File: src/rtl/muldiv_pkg.sv
// Shared definitions for the iterative RISC-V M-extension multiply/divide unit:
// funct3 operation codes, FSM state type and an operation-class helper.
package muldiv_pkg;

   localparam logic [2:0] F3_MUL    = 3'b000;
   localparam logic [2:0] F3_MULH   = 3'b001;
   localparam logic [2:0] F3_MULHSU = 3'b010;
   localparam logic [2:0] F3_MULHU  = 3'b011;
   localparam logic [2:0] F3_DIV    = 3'b100;
   localparam logic [2:0] F3_DIVU   = 3'b101;
   localparam logic [2:0] F3_REM    = 3'b110;
   localparam logic [2:0] F3_REMU   = 3'b111;

   typedef enum logic [1:0] {
      IDLE = 2'd0,
      CALC = 2'd1,
      DONE = 2'd2
   } state_t;

   function automatic logic is_div(input logic [2:0] funct3);
      return funct3[2];
   endfunction

endpackage

File: src/rtl/muldiv_unit.sv
// Iterative multiply/divide unit: shift-add multiply and restoring divide share one
// 2*XLEN accumulator and iteration counter; divide-by-zero and overflow bypass CALC.
module muldiv_unit
   import muldiv_pkg::*;
#(
   parameter int XLEN = 32
) (
   input  logic            clk,
   input  logic            rst_n,
   input  logic            start,
   input  logic [2:0]      funct3,
   input  logic [XLEN-1:0] op_a,
   input  logic [XLEN-1:0] op_b,
   input  logic            flush,
   output logic            busy,
   output logic            done,
   output logic [XLEN-1:0] result
);

   localparam int CW = $clog2(XLEN);
   localparam logic [CW-1:0] CNT_LAST = CW'(XLEN - 1);

   state_t            state_reg, state_next;
   logic [CW-1:0]     cnt_reg, cnt_next;
   logic [2*XLEN-1:0] acc_reg, acc_next;
   logic [XLEN-1:0]   opnd_reg, opnd_next;
   logic [2:0]        op_reg, op_next;
   logic              neg_reg, neg_next;
   logic [XLEN-1:0]   result_reg, result_next;

   // Operand conditioning at accept
   logic            signed_a, signed_b, a_neg, b_neg;
   logic [XLEN-1:0] a_mag, b_mag;
   logic            div_zero, div_ovf, fast, accept;
   logic [XLEN-1:0] fast_result;

   assign signed_a = (funct3 == F3_MULH) | (funct3 == F3_MULHSU) |
                     (funct3 == F3_DIV)  | (funct3 == F3_REM);
   assign signed_b = (funct3 == F3_MULH) | (funct3 == F3_DIV) | (funct3 == F3_REM);
   assign a_neg    = signed_a & op_a[XLEN-1];
   assign b_neg    = signed_b & op_b[XLEN-1];
   assign a_mag    = a_neg ? -op_a : op_a;
   assign b_mag    = b_neg ? -op_b : op_b;

   assign div_zero = (op_b == '0);
   assign div_ovf  = signed_b & (op_a == {1'b1, {(XLEN-1){1'b0}}}) & (op_b == '1);
   assign fast     = is_div(funct3) & (div_zero | div_ovf);
   // funct3[1] distinguishes REM/REMU from DIV/DIVU
   assign fast_result = div_zero ? (funct3[1] ? op_a : '1)
                                 : (funct3[1] ? '0 : op_a);
   assign accept   = start & ~flush & (state_reg != CALC);

   // One iteration of either datapath
   logic [XLEN:0]     mul_sum;
   logic [2*XLEN-1:0] mul_step;
   logic [2*XLEN:0]   div_shift;
   logic [XLEN:0]     div_diff;
   logic [2*XLEN-1:0] div_step;
   logic [2*XLEN-1:0] step, prod_signed;
   logic [XLEN-1:0]   quot, rem, final_result;

   assign mul_sum   = {1'b0, acc_reg[2*XLEN-1:XLEN]} +
                      (acc_reg[0] ? {1'b0, opnd_reg} : '0);
   assign mul_step  = {mul_sum, acc_reg[XLEN-1:1]};
   // Restoring divide: carry bit lives in div_shift[2*XLEN] above the remainder
   assign div_shift = {acc_reg, 1'b0};
   assign div_diff  = div_shift[2*XLEN:XLEN] - {1'b0, opnd_reg};
   assign div_step  = div_diff[XLEN] ? div_shift[2*XLEN-1:0]
                                     : {div_diff[XLEN-1:0], div_shift[XLEN-1:1], 1'b1};
   assign step        = is_div(op_reg) ? div_step : mul_step;
   assign prod_signed = neg_reg ? -step : step;
   assign quot        = step[XLEN-1:0];
   assign rem         = step[2*XLEN-1:XLEN];

   always_comb begin
      final_result = '0;
      case (op_reg)
         F3_MUL:                        final_result = prod_signed[XLEN-1:0];
         F3_MULH, F3_MULHSU, F3_MULHU:  final_result = prod_signed[2*XLEN-1:XLEN];
         F3_DIV, F3_DIVU:               final_result = neg_reg ? -quot : quot;
         default:                       final_result = neg_reg ? -rem : rem;
      endcase
   end

   always_comb begin
      state_next  = state_reg;
      cnt_next    = cnt_reg;
      acc_next    = acc_reg;
      opnd_next   = opnd_reg;
      op_next     = op_reg;
      neg_next    = neg_reg;
      result_next = result_reg;
      case (state_reg)
         CALC: begin
            if (flush) begin
               state_next = IDLE;
            end else begin
               acc_next = step;
               if (cnt_reg == CNT_LAST) begin
                  state_next  = DONE;
                  result_next = final_result;
               end else begin
                  cnt_next = cnt_reg + 1'b1;
               end
            end
         end
         default: begin
            state_next = IDLE;
            if (accept) begin
               op_next  = funct3;
               cnt_next = '0;
               if (fast) begin
                  state_next  = DONE;
                  result_next = fast_result;
               end else begin
                  state_next = CALC;
                  // Remainder follows the dividend; everything else the sign product
                  neg_next   = (is_div(funct3) & funct3[1]) ? a_neg : (a_neg ^ b_neg);
                  if (is_div(funct3)) begin
                     acc_next  = {{XLEN{1'b0}}, a_mag};
                     opnd_next = b_mag;
                  end else begin
                     acc_next  = {{XLEN{1'b0}}, b_mag};
                     opnd_next = a_mag;
                  end
               end
            end
         end
      endcase
   end

   always_ff @(posedge clk or negedge rst_n) begin
      if (!rst_n) begin
         state_reg  <= IDLE;
         cnt_reg    <= '0;
         acc_reg    <= '0;
         opnd_reg   <= '0;
         op_reg     <= '0;
         neg_reg    <= 1'b0;
         result_reg <= '0;
      end else begin
         state_reg  <= state_next;
         cnt_reg    <= cnt_next;
         acc_reg    <= acc_next;
         opnd_reg   <= opnd_next;
         op_reg     <= op_next;
         neg_reg    <= neg_next;
         result_reg <= result_next;
      end
   end

   assign busy   = (state_reg == CALC);
   assign done   = (state_reg == DONE) & ~flush;
   assign result = result_reg;

endmodule

File: config.mk
export PLATFORM = sky130hd
export DESIGN_NAME = muldiv_unit
export DESIGN_NICKNAME = d
export VERILOG_FILES = /design/src/rtl/muldiv_pkg.sv /design/src/rtl/muldiv_unit.sv
export SDC_FILE = /design/constraint.sdc
export NUM_CORES = 1
export LEC_CHECK = 0
export ABC_AREA = 1
export ABC_CLOCK_PERIOD_IN_PS = 5800
export CAP_MARGIN = 0
export CELL_PAD_IN_SITES_DETAIL_PLACEMENT = 0
export CELL_PAD_IN_SITES_GLOBAL_PLACEMENT = 1
export CORE_ASPECT_RATIO = 0.9
export CORE_UTILIZATION = 43
export DETAILED_ROUTE_END_ITERATION = 10
export GPL_ROUTABILITY_DRIVEN = 0
export GPL_TIMING_DRIVEN = 1
export MAX_ROUTING_LAYER = met4
export PLACE_DENSITY_LB_ADDON = 0.1
export SKIP_CTS_REPAIR_TIMING = 1
export SLEW_MARGIN = 20
export SYNTH_ARGS = -nofsm -noshare
export SYNTH_HDL_FRONTEND = slang
export SYNTH_SLANG_ARGS = --single-unit
File: constraint.sdc
create_clock -name clk -period 5.8 [get_ports clk]
set_input_delay 1.45 -clock clk [delete_from_list [all_inputs] [get_ports clk]]
set_output_delay 1.45 -clock clk [all_outputs]
set_load 0.03 [all_outputs]
Yosys cells after proc, flatten, opt, wreduce, memory -nomap -nowiden
Index checks and enable logic that the tools add are counted.
{ "word_totals": {"reg_bits": 139, "output_inout_bits": 34, "wordCells": 98, "in_bits": 71} }
{ "classes": {"reduce_logical": 11, "n_addsub": 8, "bitwise_logic": 19, "n_eq_ne": 20, "mux": 33} }
{ "ops": {"columns": ["op", "n"], "rows": [
  ["two-way mux 32 bit", 15],
  ["two-way mux 64 bit", 7],
  ["negation 32 bit", 4],
  ["one-hot mux 32 bit (3 select lines)", 1],
  ["equality test 32 bit (second input constant)", 2],
  ["negation 64 bit", 1],
  ["adder 32 x 32 -> 33 bit", 1],
  ["subtractor 33 x 32 -> 33 bit", 1],
  ["zero test 32 bit", 1],
  ["two-way mux 5 bit", 4],
  ["equality test 3 bit (second input constant)", 4],
  ["two-way mux 2 bit", 5],
  ["AND 1 bit", 9],
  ["equality test 3 x 2 -> 1 bit (second input constant)", 3],
  ["AND reduction 3 bit", 3],
  ["equality test 3 x 1 -> 1 bit (second input constant)", 2],
  ["!= test 2 bit (second input constant)", 3],
  ["OR 1 bit", 6],
  ["adder 5 x 1 -> 5 bit (second input constant)", 1],
  ["equality test 5 bit (second input constant)", 1],
  ["!= test 2 x 1 -> 1 bit (second input constant)", 2],
  ["AND reduction 4 bit", 1],
  ["nonzero test 2 bit", 2],
  ["zero test 3 bit", 1],
  ["9 further kinds", 11]
]} }

Logic depth before layout (Yosys ltp)
{ "depth": {"ltp_word": 10, "mapped_depth": 35, "ltp_nobuf": 34} }

Least setup slack after synthesis
OpenSTA, ideal clock, no wires.
{ "synth_path": {"path_type": "flip-flop to flip-flop", "startpoint": "reg acc_reg[31]", "endpoint": "reg result_reg[30] (netlist: result[30])", "synth_period_minus_slack_ns": 4.083, "path_buffers": 1, "t_arrival_ns": 4.006, "required_ns": 5.723, "path_slack_ns": 1.717, "path_stages_with_launch": 33, "setup_time_ns": 0.077, "path_cell_list": "dfrtp_1 -> inv_1 -> ha_1 -> inv_1 -> fa_1 -> nand2_1 -> nand2_1 -> nand3_1 -> nand2_2 -> nand2_2 -> nand2_2 -> nand2_4 -> nand3_4 -> nand3_2 -> o21a_1 -> buf_4 -> ha_1 -> nand2_1 -> nor2_1 -> nand4_1 -> nor2_1 -> nand3_1 -> nor3_1 -> nand4_1 -> o21bai_2 -> nand2_1 -> inv_2 -> nand2_1 -> nand2_1 -> nand3_1 -> nand2_1 -> nand3_1 -> a21oi_1"} }
{ "synth_via": {"elab_chain_len": 9, "word_cells_on_any_way": 13, "cone_classes": "add/sub (4); mux (9)"} }
{ "synth_lines": {"columns": ["element", "line_no", "source"], "rows": [
  ["start: declaration", "muldiv_unit.sv:25", "logic [2*XLEN-1:0] acc_reg, acc_next;"],
  ["start signal: assignment", "muldiv_unit.sv:144", "acc_reg <= acc_next;"],
  ["subtractor 33 x 32 -> 33 bit", "muldiv_unit.sv:67", "assign div_diff = div_shift[2*XLEN:XLEN] - {1'b0, opnd_reg};"],
  ["two-way mux 64 bit", "muldiv_unit.sv:68", "assign div_step = div_diff[XLEN] ? div_shift[2*XLEN-1:0]"],
  ["two-way mux 64 bit (*)", "muldiv_unit.sv:70", "assign step = is_div(op_reg) ? div_step : mul_step;"],
  ["negation 64 bit (tied with other cells)", "muldiv_unit.sv:71", "assign prod_signed = neg_reg ? -step : step;"],
  ["two-way mux 64 bit (tied with other cells)", "muldiv_unit.sv:71", null],
  ["one-hot mux 32 bit (3 select lines) (*)", "muldiv_unit.sv:77", "case (op_reg)"],
  ["two-way mux 32 bit (*)", "muldiv_unit.sv:99", "if (cnt_reg == CNT_LAST) begin"],
  ["two-way mux 32 bit (*)", "muldiv_unit.sv:95", "if (flush) begin"],
  ["two-way mux 32 bit (*)", "muldiv_unit.sv:93", "case (state_reg)"],
  ["end signal: assignment", "muldiv_unit.sv:148", "result_reg <= result_next;"],
  ["end: declaration", "muldiv_unit.sv:29", "logic [XLEN-1:0] result_reg, result_next;"]
]} }
Every way passes the cells marked *; elsewhere a longest branch is shown, timed or not. The select of a mux whose other input is x is not followed.
A chain may end at the register's enable or synchronous reset.

Final worst setup path
{ "layout_path": {"startpoint": "reg opnd_reg[26]", "endpoint": "reg result_reg[28] (netlist: result[28])"} }
{ "layout_via": {"elab_chain_len": 9, "word_cells_on_any_way": 15, "cone_classes": "add/sub (5); mux (10)"} }
{ "layout_lines": {"columns": ["element", "line_no", "source"], "rows": [
  ["start: declaration", "muldiv_unit.sv:26", "logic [XLEN-1:0] opnd_reg, opnd_next;"],
  ["start signal: assignment", "muldiv_unit.sv:145", "opnd_reg <= opnd_next;"],
  ["subtractor 33 x 32 -> 33 bit / two-way mux 32 bit (equally long branches)", "muldiv_unit.sv:67, muldiv_unit.sv:63", null],
  ["two-way mux 64 bit / adder 32 x 32 -> 33 bit (equally long branches)", "muldiv_unit.sv:68, muldiv_unit.sv:62", null],
  ["two-way mux 64 bit (*)", "muldiv_unit.sv:70", null],
  ["negation 64 bit (tied with other cells)", "muldiv_unit.sv:71", null],
  ["two-way mux 64 bit (tied with other cells)", "muldiv_unit.sv:71", null],
  ["one-hot mux 32 bit (3 select lines) (*)", "muldiv_unit.sv:77", null],
  ["two-way mux 32 bit (*)", "muldiv_unit.sv:99", null],
  ["two-way mux 32 bit (*)", "muldiv_unit.sv:95", null],
  ["two-way mux 32 bit (*)", "muldiv_unit.sv:93", null]
]} }
Marks and branches as above.

==> metrics.cfg <==
[run_status]
result_of_the_run=finished clean

[global_routing]
grt_remaining_overflow=0
wire_length_of_the_first_global_routing_pass_um=123000
antenna_violations_before_repair=2
largest_net_degree_at_the_start_of_global_routing=79
first_global_vias=19500
grt_usage_pct=40.3

[power]
p_int_mw=3.97
max-vdd-ir-drop_mv=0.207
power.switching_fraction_pct=60.5
p_seq_share_pct=15.5
pwr-share-comb_pct=72.1
static-leakage-power_nw=10.1
net_switching_mw=6.08
power_density_nw_per_um2=503
clockPowerShare_pct=12.4

[synth]
ys_seq_area_share_pct=19.5
synth.avg_cell_area_um2=5.77
synth_xor_xnor_area_share_pct=4.66
yosysWarningCount=0
ys_ff_latch=139
netlist_area_before_placement_um2=17900
number_of_enable_flip_flop_cells_after_synthesis=0
post_synth_fa_ha_maj_area_fraction_pct=5.36
synth_cells=3097
syn-num-nets=3241
dominant_register_cell_in_the_synthesized_netlist=sky130_fd_sc_hd__dfrtp_1
synth.distinct_cells=63
synth-async-reset-ratio_pct=100
synth_compound_gate_area_share_pct=18.8
post_synth_mux_area_share_pct=0
synth_top_family_by_area=simple AND/OR/NAND/NOR gates
post_synth_and_or_nand_nor_area_fraction_pct=39.7

[setup_path]
endpoint_of_the_lowest_slack_register_to_register_path=result[28]
timing.critical_path.from_type=register
timing.reg2reg.worst_path_depth=30
slowest_library_cell_on_the_worst_path=sky130_fd_sc_hd__dfrtp_1
cp.required_ns=6.16
timing.critical_path.slowest_cell_delay_ns=0.49
worst_ep_arrival_time_ns=5.75
worst_path_most_repeated_cell=sky130_fd_sc_hd__nand2_1
worst-r2r-setup-slack_ns=0.42
worst-path-max-fanout=10
worst_setup_path_end_kind=register
setup.worst_path.class=register to register
worst_r2r_startpoint=opnd_reg[26]

[sta]
finClkSkew_ns=0.0201
timing_hold_violations_final=0
fmaxAchievable_ghz=0.186
final-max-slew-violation-count=0
rsz_0062_raised_after_global_routing=no
setup_viol=0
relSlewSlack_pct=17.8
transition_time_at_the_pin_with_the_least_slew_margin_ns=1.22
finalHoldWorstSlack_ns=0.465
final.setup.tns_ns=0
timing.final.ws_setup_ns=0.415
finalCritPeriodShare_pct=92.8
final.min_clock_period_ns=5.38

[clock_tree]
cts_sinks=139
clock_buffer_count_from_cts=17
clockRootBuffer=sky130_fd_sc_hd__clkbuf_16
maximum_level_of_the_cts_h_tree=4
path_clk_slew_ns=0.06
clock_path_buffers=2
worstSkewPairLatency_ns=0.47
tritoncts=built

[floorplan]
die_area_um2=42400
floorplan.rows=70
die_w_um=217
ioPinCount=105
die_height_um=195
initial_util_pct=43.8
floorplan.core_area_um2=40800

[finish]
final_core_util_pct=49.0
layout_common_cells=sky130_fd_sc_hd__nand2_1, sky130_fd_sc_hd__inv_1, sky130_fd_sc_hd__nor2_1, sky130_fd_sc_hd__o21ai_0, sky130_fd_sc_hd__nand3_1
nNetsFinal=3291
largest_reg_flops=64
final_cell_count_no_fill=3701
layout-drive-gt1-share_pct=5.79
mostFrequentLayoutCell=sky130_fd_sc_hd__nand2_1
syn2layout_area_growth_pct=11.9

[placement]
port_buffers=104
post-place-ws_ns=0.507
place_hpwl_um=67600
placedCellCount=3668

[detailed_routing]
dr.pass1.iters=7
route.vias.total=21800
wl_um=83800
vias_per_cell=5.90
detail-route-antenna-nets=0
routedWlPerCell_um=22.7
drc=0
drt_first_iter_violations=3033

[hold_path]
hold_class=register to register
holdCritStartpoint=cnt_reg[3]
min_delay_worst_endpoint=cnt_reg[3]
hold_path_depth=1

[run]
max_cap_violations=0

[cells by family after synthesis]
| family | after synthesis |
|---|---|
| AOI/OAI and AO/OA | 593 |
| xor gates and xnor gates | 95 |
| adders and majority gates | 76 |
| buffers and inverters | 543 |
| DFF | 139 |
| and+or+nand+nor | 1651 |
[how the worst max path moves through the flow]
stage / slack [ns] / cells past startpoint / to / start
6_report: 0.42 / 30 / result[28] / opnd_reg[26]
5_1_grt: 0.007 / 32 / result[28] / acc_reg[31]
4_1_cts: 0.50 / 29 / result[30] / opnd_reg[26]
3_5_place_dp: 0.51 / 29 / result[30] / opnd_reg[26]
3_3_place_gp: 0.59 / 29 / result[30] / opnd_reg[26]
2_1_floorplan: 1.72 / 32 / result[30] / acc_reg[31]
[power groups by stage]
stage	Combinational, mW	Sequential, mW	Clock, mW
2_1_floorplan	4.69	1.37	0
3_3_place_gp	6.85	1.54	0
3_5_place_dp	6.89	1.54	0
4_1_cts	6.93	1.52	1.25
5_1_grt	7.79	1.56	1.29
6_report	7.25	1.56	1.25
[critical path, delay by kind of cell, from the launching register on]
kind | cells | cell delay, ns
buffers and inverters | 2 | 0.23
AOI/OAI and AO/OA | 3 | 0.90
DFF | 1 | 0.49
and+or+nand+nor | 23 | 3.01
adders and majority gates | 2 | 0.61
[metal layers]
layer | track usage (%) | up-vias | wire length (um)
met3 | 11.3 | 171 | 11200
met2 | 53.2 | 1371 | 32600
li1 | - | 10100 | -
met5 | - | - | 0
met4 | 15.2 | 0 | 3260
met1 | 57.2 | 10100 | 36800
[final cells by class]
cell class,instances,area (um2)
well taps,540,676
clock buffers,20,447
multi-input cells,2415,12200
diodes,2,5.00
flip-flops and latches,139,3480
fillers,4416,20800
clock inverters,11,193
repair buffers,144,1340
inverters,430,1610
[stage by stage]
| stage | instance area (um2) | total power [mW] |
|---|---|---|
| 3_5_place_dp | 19400 | 8.44 |
| 4_1_cts | 20000 | 9.70 |
| 3_3_place_gp | 19400 | 8.39 |
| 6_report | 20000 | 10.1 |
| 5_1_grt | 20000 | 10.6 |
| 2_1_floorplan | 17900 | 6.06 |
[synth_stat cells, drive strengths merged (14+ instances only)]
master	number	share of area [%]
nand4	37	1.3
o211ai	45	1.9
xor2	72	3.5
xnor2	23	1.1
ha	71	5.0
clkbuf	77	1.6
dfrtp	139	19
a21oi	167	4.9
a31oi	25	0.88
nand3	247	7.3
o22ai	29	1.0
nand3b	22	0.95
or2	14	0.49
inv	428	9.0
nor3	36	1.0
o21ai	282	8.1
buf	36	1.4
nand2	928	20
nor2	346	7.5
(Power assumes the default switching activity.)
